--- src/rtl/instruction_fetch_pkg.sv ---
// Shared CPU constants for the fetch stage and decode: word sizes, reset PC,
// opcode encodings and the fetch buffer entry layout.
package instruction_fetch_pkg;

    localparam int XLEN = 32;
    localparam int ILEN = 32;

    localparam logic [XLEN-1:0] DEFAULT_RESET_PC = 32'h0000_0000;

    localparam logic [6:0] OPC_LUI    = 7'b0110111;
    localparam logic [6:0] OPC_AUIPC  = 7'b0010111;
    localparam logic [6:0] OPC_JAL    = 7'b1101111;
    localparam logic [6:0] OPC_JALR   = 7'b1100111;
    localparam logic [6:0] OPC_BRANCH = 7'b1100011;
    localparam logic [6:0] OPC_LOAD   = 7'b0000011;
    localparam logic [6:0] OPC_STORE  = 7'b0100011;
    localparam logic [6:0] OPC_OP_IMM = 7'b0010011;
    localparam logic [6:0] OPC_OP     = 7'b0110011;

    typedef struct packed {
        logic [XLEN-1:0] pc;
        logic [ILEN-1:0] word;
    } fetch_entry_t;

    // Fetch only ever addresses whole words.
    function automatic logic [XLEN-1:0] align_word(input logic [XLEN-1:0] addr);
        return {addr[XLEN-1:2], 2'b00};
    endfunction

endpackage

--- src/rtl/instruction_fetch_if.sv ---
// Fetch-stage signal bundle: instruction memory request/response, redirect
// from execute, and the instruction handshake towards decode.
interface instruction_fetch_if;
    import instruction_fetch_pkg::*;

    logic            imem_req_valid;
    logic            imem_req_ready;
    logic [XLEN-1:0] imem_req_addr;
    logic            imem_resp_valid;
    logic [ILEN-1:0] imem_resp_data;
    logic            redirect_valid;
    logic [XLEN-1:0] redirect_pc;
    logic            instr_valid;
    logic            instr_ready;
    logic [ILEN-1:0] instr;
    logic [XLEN-1:0] instr_pc;

    modport master (
        output imem_req_valid, imem_req_addr, instr_valid, instr, instr_pc,
        input  imem_req_ready, imem_resp_valid, imem_resp_data,
               redirect_valid, redirect_pc, instr_ready
    );

    modport slave (
        input  imem_req_valid, imem_req_addr, instr_valid, instr, instr_pc,
        output imem_req_ready, imem_resp_valid, imem_resp_data,
               redirect_valid, redirect_pc, instr_ready
    );

endinterface

--- src/rtl/instruction_fetch_fifo.sv ---
// Fetch buffer: power-of-2 circular queue with registered storage, occupancy
// count and a flush that empties it in one cycle.
module fetch_fifo #(
    parameter int DEPTH = 2,
    parameter int WIDTH = 64
) (
    input  logic                     clk,
    input  logic                     reset,
    input  logic                     flush,
    input  logic                     push,
    input  logic [WIDTH-1:0]         wdata,
    input  logic                     pop,
    output logic [WIDTH-1:0]         rdata,
    output logic                     valid,
    output logic [$clog2(DEPTH):0]   count
);

    localparam int AW = $clog2(DEPTH);

    logic [WIDTH-1:0] mem [DEPTH];
    logic [AW-1:0]    wr_ptr;
    logic [AW-1:0]    rd_ptr;
    logic             do_pop;

    assign do_pop = pop && valid;
    assign valid  = (count != '0);
    assign rdata  = mem[rd_ptr];

    always_ff @(posedge clk) begin
        if (reset) begin
            wr_ptr <= '0;
            rd_ptr <= '0;
            count  <= '0;
            for (int i = 0; i < DEPTH; i++) mem[i] <= '0;
        end else if (flush) begin
            wr_ptr <= '0;
            rd_ptr <= '0;
            count  <= '0;
        end else begin
            // Pointers wrap naturally because DEPTH is a power of two.
            if (push) begin
                mem[wr_ptr] <= wdata;
                wr_ptr      <= wr_ptr + AW'(1);
            end
            if (do_pop) rd_ptr <= rd_ptr + AW'(1);
            count <= count + (AW+1)'(push) - (AW+1)'(do_pop);
        end
    end

endmodule

--- src/rtl/instruction_fetch.sv ---
// Fetch stage: credit-limited in-order requests to a variable-latency
// instruction memory, PC-tagged buffering, and redirect with response drop.
module instruction_fetch
    import instruction_fetch_pkg::*;
#(
    parameter logic [XLEN-1:0] RESET_PC = DEFAULT_RESET_PC,
    parameter int              DEPTH    = 2
) (
    input  logic                clk,
    input  logic                reset,
    instruction_fetch_if.master bus
);

    localparam int CW = $clog2(DEPTH);

    logic [XLEN-1:0] fetch_pc;
    logic [XLEN-1:0] resp_pc;
    logic [CW:0]     outstanding;
    logic [CW:0]     outstanding_nx;
    logic [CW:0]     drop;
    logic [CW:0]     occupancy;
    logic [CW+1:0]   credit_used;
    logic            accept;
    logic            resp_live;
    logic            push;
    logic            pop;
    logic            head_valid;
    fetch_entry_t    head;
    fetch_entry_t    entry_in;

    // Every in-flight request owns a buffer slot, so a response can always be pushed.
    assign credit_used        = {1'b0, outstanding} + {1'b0, occupancy};
    assign bus.imem_req_valid = !reset && !bus.redirect_valid
                                && (credit_used < (CW+2)'(DEPTH));
    assign bus.imem_req_addr  = fetch_pc;

    assign accept    = bus.imem_req_valid && bus.imem_req_ready;
    assign resp_live = bus.imem_resp_valid && (outstanding != '0);
    assign push      = resp_live && (drop == '0) && !bus.redirect_valid;
    assign pop       = head_valid && bus.instr_ready;

    assign outstanding_nx = outstanding + (CW+1)'(accept) - (CW+1)'(resp_live);

    always_ff @(posedge clk) begin
        if (reset) begin
            fetch_pc    <= RESET_PC;
            resp_pc     <= RESET_PC;
            outstanding <= '0;
            drop        <= '0;
        end else begin
            outstanding <= outstanding_nx;
            if (bus.redirect_valid) begin
                // Everything still in flight belongs to the old path.
                fetch_pc <= align_word(bus.redirect_pc);
                resp_pc  <= align_word(bus.redirect_pc);
                drop     <= outstanding_nx;
            end else begin
                if (accept)                     fetch_pc <= fetch_pc + 32'd4;
                if (push)                       resp_pc  <= resp_pc + 32'd4;
                if (resp_live && drop != '0)    drop     <= drop - (CW+1)'(1);
            end
        end
    end

    assign entry_in.pc   = resp_pc;
    assign entry_in.word = bus.imem_resp_data;

    fetch_fifo #(
        .DEPTH (DEPTH),
        .WIDTH (XLEN + ILEN)
    ) u_fifo (
        .clk   (clk),
        .reset (reset),
        .flush (bus.redirect_valid),
        .push  (push),
        .wdata (entry_in),
        .pop   (pop),
        .rdata (head),
        .valid (head_valid),
        .count (occupancy)
    );

    assign bus.instr_valid = head_valid;
    assign bus.instr       = head.word;
    assign bus.instr_pc    = head.pc;

    // Simulation-only check: a response with nothing outstanding is ignored above.
    always @(posedge clk) begin
        if (!reset && bus.imem_resp_valid) assert (outstanding != '0);
    end

endmodule

--- src/flat_wrapper.sv ---
// flat-port wrapper written by rule: the top's interface ports become plain ports
module instruction_fetch_flat import instruction_fetch_pkg::*;
#(
    parameter logic [XLEN-1:0] RESET_PC = DEFAULT_RESET_PC,
    parameter int              DEPTH    = 2
)
  (clk, reset, bus_imem_req_valid, bus_imem_req_addr, bus_instr_valid, bus_instr, bus_instr_pc, bus_imem_req_ready, bus_imem_resp_valid, bus_imem_resp_data, bus_redirect_valid, bus_redirect_pc, bus_instr_ready);
  instruction_fetch_if bus_i ();
  input  logic clk;
  input  logic reset;
  output wire logic [$bits(bus_i.imem_req_valid)-1:0] bus_imem_req_valid;
  output wire logic [$bits(bus_i.imem_req_addr)-1:0] bus_imem_req_addr;
  output wire logic [$bits(bus_i.instr_valid)-1:0] bus_instr_valid;
  output wire logic [$bits(bus_i.instr)-1:0] bus_instr;
  output wire logic [$bits(bus_i.instr_pc)-1:0] bus_instr_pc;
  input wire logic [$bits(bus_i.imem_req_ready)-1:0] bus_imem_req_ready;
  input wire logic [$bits(bus_i.imem_resp_valid)-1:0] bus_imem_resp_valid;
  input wire logic [$bits(bus_i.imem_resp_data)-1:0] bus_imem_resp_data;
  input wire logic [$bits(bus_i.redirect_valid)-1:0] bus_redirect_valid;
  input wire logic [$bits(bus_i.redirect_pc)-1:0] bus_redirect_pc;
  input wire logic [$bits(bus_i.instr_ready)-1:0] bus_instr_ready;
  assign bus_imem_req_valid = bus_i.imem_req_valid;
  assign bus_imem_req_addr = bus_i.imem_req_addr;
  assign bus_instr_valid = bus_i.instr_valid;
  assign bus_instr = bus_i.instr;
  assign bus_instr_pc = bus_i.instr_pc;
  assign bus_i.imem_req_ready = bus_imem_req_ready;
  assign bus_i.imem_resp_valid = bus_imem_resp_valid;
  assign bus_i.imem_resp_data = bus_imem_resp_data;
  assign bus_i.redirect_valid = bus_redirect_valid;
  assign bus_i.redirect_pc = bus_redirect_pc;
  assign bus_i.instr_ready = bus_instr_ready;
  instruction_fetch #(.RESET_PC(RESET_PC), .DEPTH(DEPTH)) u_core (.clk(clk), .reset(reset), .bus(bus_i));
endmodule
--- config.mk ---
export PLATFORM = sky130hd
export DESIGN_NAME = instruction_fetch_flat
export DESIGN_NICKNAME = d
export VERILOG_FILES = /design/src/rtl/instruction_fetch_pkg.sv /design/src/rtl/instruction_fetch_if.sv /design/src/rtl/instruction_fetch_fifo.sv /design/src/rtl/instruction_fetch.sv /design/src/flat_wrapper.sv
export SDC_FILE = /design/constraint.sdc
export NUM_CORES = 1
export LEC_CHECK = 0
export ABC_CLOCK_PERIOD_IN_PS = 10000
export CORE_MARGIN = 10
export CORE_UTILIZATION = 23
export CTS_CLUSTER_SIZE = 14
export DETAILED_ROUTE_END_ITERATION = 7
export PLACE_DENSITY = 0.47
export SLEW_MARGIN = 20
export SYNTH_ARGS = -nofsm -noshare
export SYNTH_HDL_FRONTEND = slang
export SYNTH_SLANG_ARGS = --single-unit
export TNS_END_PERCENT = 10
--- constraint.sdc ---
create_clock -name clk -period 10 [get_ports clk]
set_input_delay 1 -clock clk [delete_from_list [all_inputs] [get_ports clk]]
set_output_delay 1 -clock clk [all_outputs]
set_load 0.02 [all_outputs]
==> out/metrics.yaml, run 1 <==
critical_path:
  cp_num_buf_inv: 3
  slowest_delay_ns: 0.65
  cp.arrival_ns: 3.11
  path_cells: "clkdlybuf4s50_1, buf_4, or2_2, nor3_1, clkdlybuf4s50_1"
  critPathTopFamily: "buffers and inverters"
  startpoint_type: "primary input"
  crit_path_end_kind: "output pin"
  path_max_fanout: 45
  critPathKind: "in -> out"
  cp.required_ns: 9.00
  cpMaxStageDelayCell: "clkdlybuf4s50_1"
  cpMostUsedCell: "clkdlybuf4s50_1"
status:
  status: "finished, final reports clean"
cts:
  clockRootBuffer: "clkbuf_16"
  cts.sinks: 193
  cts_hold_buf: 0
  cts_tree: "built"
  cts_made_buffers: 17
  cts_setup_buffers: 0
  h-tree-depth: 4
  cts_resized: 0
  clk_pin_slew_worst_paths_ns: 0.07
  clk_latency_ns: 0.44
  clk_path_buf_depth: 2
place:
  port_buffers: 161
  dp_hpwl_um: 19700
  gp_congestion: 0.7839
pwr:
  p_leak_nw: 4.304
  total_power_w: 0.001976
  peakVddDrop_mv: 0.1038
  power_density_nw_per_um2: 163.0
yosys:
  synth_cells: 837
  synth_edf_count: 124
  yosysTopAreaCell: "edfxtp_1"
  synthArstFlopShare: 0
  synth_top_area_share: 0.3953
  synthTopCellsByArea: "edfxtp_1 (40%), dfxtp_1 (15%), mux2_2 (7.5%), and3_1 (4.6%), and2_1 (4.3%)"
  syn_area_per_cell_um2: 11.25
  synth-seq-cells: 193
  syn-cell-area_um2: 9420
  ys_seq_area_frac: 0.5419
  synth_warnings: 0
  synth_top_flop_cell: "edfxtp_1"
  synth.distinct_cells: 57
detailed_routing:
  wl_per_cell_um: 19.64
  first_iter_violations: 538
  vias: 7097
  drc: 0
  avgViaCountPerCell: 4.694
  wl_um: 29700
  ant_nets: 0
  drt_first_pass_iters: 5
timing:
  period_share: 0.4108
  rsz0062_at_grt: "false"
  skew_ns: 0.01146
  finalHoldViolCount: 0
  clock.fmax_mhz: 243.4
  tightest_slew_ns: 0.9482
  setup_viol: 0
  drv_slew: 0
  maxSlewHeadroom: 0.3679
  fin_crit_ns: 4.108
  final.setup.tns_ns: 0
grt:
  grt_first_pass_wirelength_um: 44940
  track_usage: 0.1170
  grt-ovfl-total: 0
  antenna_found_initial: 0
  grt_pass1_vias: 7097
  grt_max_degree: 72
finish:
  fillers: 4182
  fin_nets: 1045
  syn_to_final_growth_pct: 28.68
  final_layout_size_suffix_gt1_frac: 0.1194
  num_antenna_cells: 0
die:
  core_area_um2: 40650
  dieArea_um2: 49450
  initial_core_util: 0.2318
  std_cell_rows: 74
  die-height_um: 222.4
  io_pins: 168
  die_w_um: 222.4
job:
  maxCapViolCount: 0
hold_path:
  min_path_type: "reg -> reg"
## logic make-up (layout without fill, tap and decap cells)
| logic type | count (synthesis) | count (layout) | synth area share |
|---|---|---|---|
| AND/OR/NAND/NOR | 335 | 335 | 0.2108 |
| other | 1 | 4 | 0.0003981 |
| adder cells (fa/ha/maj) | 8 | 8 | 0.01142 |
| AO/OA/AOI/OAI | 133 | 133 | 0.1019 |
| XOR/XNOR | 27 | 27 | 0.02510 |
| flip-flops | 193 | 193 | 0.5419 |
| multiplexers | 63 | 63 | 0.07531 |
| buffers and inverters | 77 | 217 | 0.03320 |
## metrics by stage
stage / worst slack [ns] / hold slack, ns / utilization / instance area, µm² / std cells
2_1_floorplan: 3.413 / 0.4812 / - / 9432 / 840
3_3_place_gp: 5.508 / 0.4937 / 0.2844 / 11560 / 1480
3_5_place_dp: 5.549 / 0.5018 / 0.2844 / 11560 / 1480
4_1_cts: 5.867 / 0.5184 / 0.2982 / 12120 / 1512
5_1_grt: 5.791 / 0.5629 / 0.2982 / 12120 / 1512
6_report: 5.892 / 0.5147 / 0.2982 / 12120 / 1512
## sequential cells by signal, summed over array words and instances, names as in the netlist, named ones only
register	cells
u_core.u_fifo.count	2
u_core.drop	2
u_core.u_fifo.mem	124
u_core.resp_pc	30
u_core.u_fifo.rd_ptr	1
u_core.bus.imem_req_addr	30
u_core.outstanding	2
u_core.u_fifo.wr_ptr	1
## synth_stat cells (10+ instances only)
master,instances
nor2_1,19
o31a_1,19
nand2_1,35
dfxtp_1,69
o21a_1,18
and3_1,69
and2_1,65
edfxtp_1,124
and4_1,18
o21ai_0,19
xnor2_1,17
a31oi_1,16
nand3_1,26
inv_1,11
mux2_2,63
nor4_1,23
nor3_1,19
a21boi_0,15
xor2_1,10
or3_1,10
clkbuf_1,57
nand4_1,25
## where the power goes
part / internal [W] / switching, W / total [W]
registers: 0.000908 / 0.0000455 / 0.000953
clock network: 0.000348 / 0.000324 / 0.000672
logic: 0.000155 / 0.000195 / 0.000351
total: 0.00141 / 0.000564 / 0.00198
## final timing paths
check	start	to	depth (start not counted)	slack, ns
hold / removal	u_core.u_fifo.rd_ptr$_SDFFE_PP0P_	register	2	0.51
setup / recovery	bus_redirect_valid	bus_imem_req_valid	5	5.89
setup reg to reg	u_core.drop[0]$_SDFFE_PP0P_	u_core.u_fifo.mem[1][2]$_SDFFCE_PN0P_	9	7.02
hold reg to reg	u_core.u_fifo.rd_ptr$_SDFFE_PP0P_	register	2	0.51
## placed cells by master, fill, tap and decap left out, types with 18 or more instances in the layout
cell type        synthesis  routed
edfxtp_1               124     124
nor3_1                  19      18
nor2_1                  19      18
and3_1                  69      69
nand4_1                 25      25
nor4_1                  23      23
clkdlybuf4s50_1          0     161
and4_1                  18      18
o31a_1                  19      19
mux2_2                  63      63
nand3_1                 26      26
o21a_1                  18      18
dfxtp_1                 69      67
nand2_1                 35      34
o21ai_0                 19      18
and2_1                  65      65
## routing by layer
| layer | global-route usage | share of wire | up-vias |
|---|---|---|---|
| met5 | 0 | 0 | - |
| li1 | - | - | 3430 |
| met4 | 0.02594 | 0.0078 | 0 |
| met2 | 0.1769 | 0.44 | 200 |
| met3 | 0.04398 | 0.076 | 12 |
| met1 | 0.1550 | 0.47 | 3455 |
## worst register-to-register path, stage by stage (launching register included)
cell and delay (ns):
dfxtp_1 0.32, inv_1 0.05, ha_1 0.20, o211ai_1 0.11
buf_4 0.23, nor2_4 0.10, buf_4 0.59, nand2_1 0.15
nand2_2 0.09, buf_4 0.70
## cell type report
class                      count  area (µm²)  share of cell area
clock buffer                  18       429.2             0.03540
clock inverter                14       132.6             0.01094
inverter                      12       45.04            0.003716
sequential                   193        5107              0.4213
timing repair buffer         173        1702              0.1404
multi-input combinational    570        4040              0.3333
tap                          532       665.6             0.05491
Note: power is estimated with default switching activity, not from simulation.
==> run 2, diff against run 1 <==
--- a/config.mk
+++ b/config.mk
@@ -5,7 +5,7 @@
 export SDC_FILE = /design/constraint.sdc
 export NUM_CORES = 1
 export LEC_CHECK = 0
-export ABC_CLOCK_PERIOD_IN_PS = 10000
+export ABC_CLOCK_PERIOD_IN_PS = 4260
 export CORE_MARGIN = 10
 export CORE_UTILIZATION = 23
 export CTS_CLUSTER_SIZE = 14
==> constraint.sdc (replaced) <==
create_clock -name clk -period 4.26 [get_ports clk]
set_input_delay 0.426 -clock clk [delete_from_list [all_inputs] [get_ports clk]]
set_output_delay 0.426 -clock clk [all_outputs]
set_load 0.02 [all_outputs]
==> run 2 against run 1 <==
Clock power up 140%; largest power group unchanged; setup slack lost 4.6 ns; final cell count up 0.13%; register-to-register slack got worse by 5.6 ns; power up 140%; first-iteration DRC count decreased by 3.0%; die area did not move; critical path type is now reg -> out; critical path depth decreased by 2.
==> out/metrics.yaml, run 2 (synthesis gave the netlist of run 1 again) <==
die:
  die_w_um: 222.4  # unchanged
  core_area_um2: 40650  # unchanged
  std_cell_rows: 74  # unchanged
  initial_core_util: 0.2318  # unchanged
  dieArea_um2: 49450  # unchanged
  io_pins: 168  # unchanged
  die-height_um: 222.4  # unchanged
timing:
  rsz0062_at_grt: "false"  # unchanged
  final.setup.tns_ns: 0  # unchanged
  fin_crit_ns: 2.930
  finalHoldViolCount: 0  # unchanged
  maxSlewHeadroom: 0.3813  # was 0.3679
  skew_ns: 0.01496  # was 0.01146 ns
  clock.fmax_mhz: 341.4
  setup_viol: 0  # unchanged
  period_share: 0.6877
  finalWorstSetupSlack_ns: 1.330  # was 5.892 ns
  drv_slew: 0  # unchanged
  tightest_slew_ns: 0.9280  # was 0.9482 ns
cts:
  clk_latency_ns: 0.45  # was 0.44 ns
  clk_pin_slew_worst_paths_ns: 0.08  # was 0.07 ns
  cts_hold_buf: 0  # unchanged
  cts.sinks: 193  # unchanged
  h-tree-depth: 4  # unchanged
  clk_path_buf_depth: 2  # unchanged
  cts_setup_buffers: 0  # unchanged
  cts_made_buffers: 17  # unchanged
  clockRootBuffer: "clkbuf_16"  # unchanged
  cts_resized: 0  # unchanged
  cts_tree: "built"  # unchanged
job:
  maxCapViolCount: 0  # unchanged
pwr:
  total_power_w: 0.004693  # was 0.001976 W
  power_density_nw_per_um2: 385.7  # was 163.0 nW/µm²
  peakVddDrop_mv: 0.2316  # was 0.1038 mV
  p_leak_nw: 4.335  # was 4.304 nW
finish:
  fin_nets: 1047  # was 1045
  largest_reg_flops: 124  # unchanged
  final_layout_size_suffix_gt1_frac: 0.1232  # was 0.1194
  layout_commonest_cell: "clkdlybuf4s50_1"  # unchanged
  final_cell_mix: "clkdlybuf4s50_1 (161), edfxtp_1 (124), and3_1 (69)"  # unchanged
  num_antenna_cells: 0  # unchanged
  top_register: "u_core.u_fifo.mem"  # unchanged
  final_cells: 1514  # was 1512
  syn_to_final_growth_pct: 29.15  # was 28.68%
critical_path:
  startpoint_type: "register"  # was primary input
  path_max_fanout: 62  # was 45
  cp.required_ns: 3.83  # was 9.00 ns
  cp.arrival_ns: 2.50  # was 3.11 ns
  crit_path_end_kind: "output pin"  # unchanged
  critPathKind: "reg -> out"  # was in -> out
place:
  dp_cells: 1482  # was 1480
  gp_congestion: 0.8259  # was 0.7839
  port_buffers: 161  # unchanged
  dp_hpwl_um: 19930  # was 19700 µm
  dp_slack_ns: 1.198  # was 5.549 ns
detailed_routing:
  avgViaCountPerCell: 4.705  # was 4.694
  wl_um: 29580  # was 29700 µm
  vias: 7124  # was 7097
  drt_first_pass_iters: 5  # unchanged
  ant_nets: 0  # unchanged
  first_iter_violations: 522  # was 538
  wl_per_cell_um: 19.54  # was 19.64 µm
  drc: 0  # unchanged
hold_path:
  min_path_type: "reg -> reg"  # unchanged
grt:
  grt_pass1_vias: 7099  # was 7097
  grt_max_degree: 69  # was 72
  track_usage: 0.1169  # was 0.1170
  grt_first_pass_wirelength_um: 45060  # was 44940 µm
  grt-ovfl-total: 0  # unchanged
  antenna_found_initial: 0  # unchanged
status:
  status: "finished, final reports clean"  # unchanged
==> run 2: cell count changes in the layout (fill, tap and decap cells not counted), moves of 2 or more <==
cell        delta
inv_8          +3
clkinv_8       +3
clkinvlp_4     -2
buf_4          +2
clkinv_4       -2
==> run 2: where the power goes <==
group          internal (W)  switching [W]
clock network      0.000806       0.000826
registers           0.00213       0.000106
logic              0.000366       0.000459
total               0.00330        0.00139
==> run 2: final timing paths <==
check	endpoint	from	cells past startpoint	slack (ns)
worst max register to register	u_core.bus.imem_req_addr[15]$_SDFFE_PP0P_	u_core.outstanding[0]$_SDFF_PP0_	6	1.44
worst min-delay path	register	u_core.u_fifo.rd_ptr$_SDFFE_PP0P_	2	0.51
worst min register to register	register	u_core.u_fifo.rd_ptr$_SDFFE_PP0P_	2	0.51
worst max-delay path	bus_instr_pc[10]	register	3	1.33
==> run 2: final cells by class <==
type,instances,area [µm²]
Tap cell,532,665.6
Clock inverter,14,152.6
Inverter,12,45.04
Fill cell,4181,28480
Sequential cell,193,5107
Multi-Input combinational cell,570,4040
Clock buffer,18,439.2
Timing Repair Buffer,175,1717
==> run 2: critical path, stage by stage, from the launching register on <==
cell and delay, ns:
dfxtp_2 0.32, buf_4 0.67, mux2_2 0.41, clkdlybuf4s50_1 0.62
==> run 2: through the flow <==
stage | hold WS (ns) | utilization | instance area, µm²
after floorplan | 0.4812 | - | 9435
after global placement | 0.5025 | 0.2848 | 11570
after detailed placement | 0.5008 | 0.2848 | 11570
after CTS | 0.5217 | 0.2993 | 12170
after global routing | 0.5762 | 0.2993 | 12170
final | 0.5140 | 0.2993 | 12170
==> run 2: routing by layer <==
| metal | share of wire | wire length [µm] | track usage | vias up |
|---|---|---|---|---|
| li1 | - | - | - | 3430 |
| met2 | 0.45 | 13250 | 0.1777 | 196 |
| met5 | 0 | 0 | 0 | - |
| met1 | 0.48 | 14320 | 0.1596 | 3486 |
| met4 | 0.0075 | 221 | 0.02637 | 0 |
| met3 | 0.061 | 1792 | 0.03440 | 12 |
==> run 3, diff against run 2 <==
--- a/config.mk
+++ b/config.mk
@@ -5,7 +5,7 @@
 export SDC_FILE = /design/constraint.sdc
 export NUM_CORES = 1
 export LEC_CHECK = 0
-export ABC_CLOCK_PERIOD_IN_PS = 4260
+export ABC_CLOCK_PERIOD_IN_PS = 3000
 export CORE_MARGIN = 10
 export CORE_UTILIZATION = 23
 export CTS_CLUSTER_SIZE = 14
==> constraint.sdc (replaced) <==
create_clock -name clk -period 3 [get_ports clk]
set_input_delay 0.3 -clock clk [delete_from_list [all_inputs] [get_ports clk]]
set_output_delay 0.3 -clock clk [all_outputs]
set_load 0.02 [all_outputs]
==> run 3 against run 2 <==
Combinational power up 43%; global-route usage up 0.20 points; critical path type is now reg -> reg; clock-buffer cell count up 2.
==> out/metrics.yaml, run 3 (synthesis gave the netlist of run 1 again) <==
status:
  status: "finished, final reports clean"  # unchanged
timing:
  clock.fmax_mhz: 361.0
  drv_slew: 0  # unchanged
  rsz0062_at_grt: "false"  # unchanged
  setup_viol: 0  # unchanged
  fin_crit_ns: 2.770
  period_share: 0.9234
  skew_ns: 0.01117  # was 0.01496 ns
  maxSlewHeadroom: 0.5236  # was 0.3813
  tightest_slew_ns: 0.7145  # was 0.9280 ns
  finalHoldViolCount: 0  # unchanged
cts:
  clk_pin_slew_worst_paths_ns: 0.07  # was 0.08 ns
  h-tree-depth: 4  # unchanged
  clk_path_buf_depth: 2  # unchanged
  cts_setup_buffers: 0  # unchanged
  clockRootBuffer: "clkbuf_16"  # unchanged
  cts_hold_buf: 0  # unchanged
  clk_latency_ns: 0.44  # was 0.45 ns
  cts_tree: "built"  # unchanged
  cts_resized: 0  # unchanged
  cts_made_buffers: 17  # unchanged
  cts.sinks: 193  # unchanged
finish:
  fin_util: 0.3016  # was 0.2993
  final_cells: 1516  # was 1514
  largest_reg_flops: 124  # unchanged
  syn_to_final_growth_pct: 30.14  # was 29.15%
  multi_input_area_um2: 4040  # unchanged
  final_layout_size_suffix_gt1_frac: 0.1240  # was 0.1232
  fillers: 4213  # was 4181
  final_cell_mix: "clkdlybuf4s50_1 (161), edfxtp_1 (124), and3_1 (69)"  # unchanged
  layout_commonest_cell: "clkdlybuf4s50_1"  # unchanged
  top_register: "u_core.u_fifo.mem"  # unchanged
  fin_nets: 1049  # was 1047
  num_antenna_cells: 0  # unchanged
  final_cell_area_um2: 12260  # was 12170 µm²
  seq_area_um2: 5107  # unchanged
critical_path:
  startpoint_type: "register"  # unchanged
  cp.required_ns: 3.37  # was 3.83 ns
  critPathKind: "reg -> reg"  # was reg -> out
  crit_path_end_kind: "register"  # was output pin
  path_max_fanout: 13  # was 62
  cp.arrival_ns: 3.14  # was 2.50 ns
grt:
  grt-ovfl-total: 0  # unchanged
  grt_first_pass_wirelength_um: 45970  # was 45060 µm
  antenna_found_initial: 0  # unchanged
  track_usage: 0.1189  # was 0.1169
  grt_max_degree: 72  # was 69
  grt_pass1_vias: 7208  # was 7099
die:
  dieArea_um2: 49450  # unchanged
  core_area_um2: 40650  # unchanged
  die-height_um: 222.4  # unchanged
  die_w_um: 222.4  # unchanged
  io_pins: 168  # unchanged
  initial_core_util: 0.2318  # unchanged
  std_cell_rows: 74  # unchanged
pwr:
  pwr-share-clk: 0.354  # was 0.348
  peakVddDrop_mv: 0.3205  # was 0.2316 mV
  p_seq_frac: 0.471  # was 0.477
  comb_power_share: 0.174  # was 0.176
  swShare: 0.2819  # was 0.2963
  power_density_nw_per_um2: 551.3  # was 385.7 nW/µm²
  p_sw_w: 0.001905  # was 0.001391 W
  p_leak_nw: 4.363  # was 4.335 nW
  internal_power_w: 0.004853  # was 0.003302 W
detailed_routing:
  drc: 0  # unchanged
  wl_um: 29900  # was 29580 µm
  wl_met1_um: 14310  # was 14320 µm
  highest_layer: "met4"  # unchanged
  avgViaCountPerCell: 4.737  # was 4.705
  vias: 7182  # was 7124
  drt_first_pass_iters: 5  # unchanged
  wl_met2_um: 13190  # was 13250 µm
  wl_met3_um: 2098  # was 1792 µm
  ant_nets: 0  # unchanged
  wl_per_cell_um: 19.72  # was 19.54 µm
  first_iter_violations: 551  # was 522
place:
  dp_cells: 1484  # was 1482
  placed_area_um2: 11650  # was 11570 µm²
  port_buffers: 161  # unchanged
  dp_hpwl_um: 20280  # was 19930 µm
  gp_congestion: 0.8253  # was 0.8259
hold_path:
  min_path_type: "reg -> reg"  # unchanged
job:
  maxCapViolCount: 0  # unchanged
[run 3: cell count changes in the layout (fill, tap and decap cells not counted), sizes merged]
cell / delta
clkbuf: +2
buf: +2
clkinv: -2
clkinvlp: +2
bufinv: +2
inv: -4
[run 3: power groups by stage]
stage | clock network (W) | registers [W] | logic [W]
6_report | 0.00239 | 0.00319 | 0.00118
5_1_grt | 0.00257 | 0.00322 | 0.00128
4_1_cts | 0.00247 | 0.00319 | 0.00121
3_5_place_dp | 0 | 0.00325 | 0.00120
3_3_place_gp | 0 | 0.00324 | 0.00120
2_1_floorplan | 0 | 0.00322 | 0.000631
[run 3: final timing paths]
path | slack (ns) | cells after the start | to | from
worst max-delay path | 0.23 | 6 | u_core.bus.imem_req_addr[27]$_SDFFE_PP0P_ | u_core.outstanding[0]$_SDFF_PP0_
worst min-delay path | 0.52 | 2 | register | u_core.u_fifo.rd_ptr$_SDFFE_PP0P_
worst max register to register | 0.23 | 6 | u_core.bus.imem_req_addr[27]$_SDFFE_PP0P_ | u_core.outstanding[0]$_SDFF_PP0_
worst min register to register | 0.52 | 2 | register | u_core.u_fifo.rd_ptr$_SDFFE_PP0P_
[run 3: cell type report]
type                            count  area share
Clock inverter                     12     0.01225
Timing Repair Buffer              177      0.1464
Tap cell                          532     0.05430
Clock buffer                       20     0.03725
Sequential cell                   193      0.4166
Inverter                           12    0.003674
Multi-Input combinational cell    570      0.3296
[run 3: per-stage QoR]
step	setup slack [ns]	setup TNS, ns	hold slack, ns	total power, W
6_report	0.2299	0	0.5247	0.006758
5_1_grt	0.09392	0	0.5140	0.007065
4_1_cts	0.2134	0	0.5052	0.006861
3_5_place_dp	0.2218	0	0.5069	0.004444
3_3_place_gp	0.2541	0	0.4987	0.004435
2_1_floorplan	-0.08089	-5.015	0.4543	0.003847
[run 3: routing by layer]
layer  GRT usage  vias to the layer above
li1            -                     3444
met1      0.1616                     3502
met2      0.1807                      222
met3     0.03742                       14
met4     0.02463                        0
met5           0                        -
[run 3: worst max-delay path, stage by stage, from the launching register on]
cell and delay, ns:
dfxtp_1 0.34, and2_1 0.17, fa_1 0.51, or3b_1 0.53
or3_4 0.50, or4_1 0.48, a31oi_1 0.17
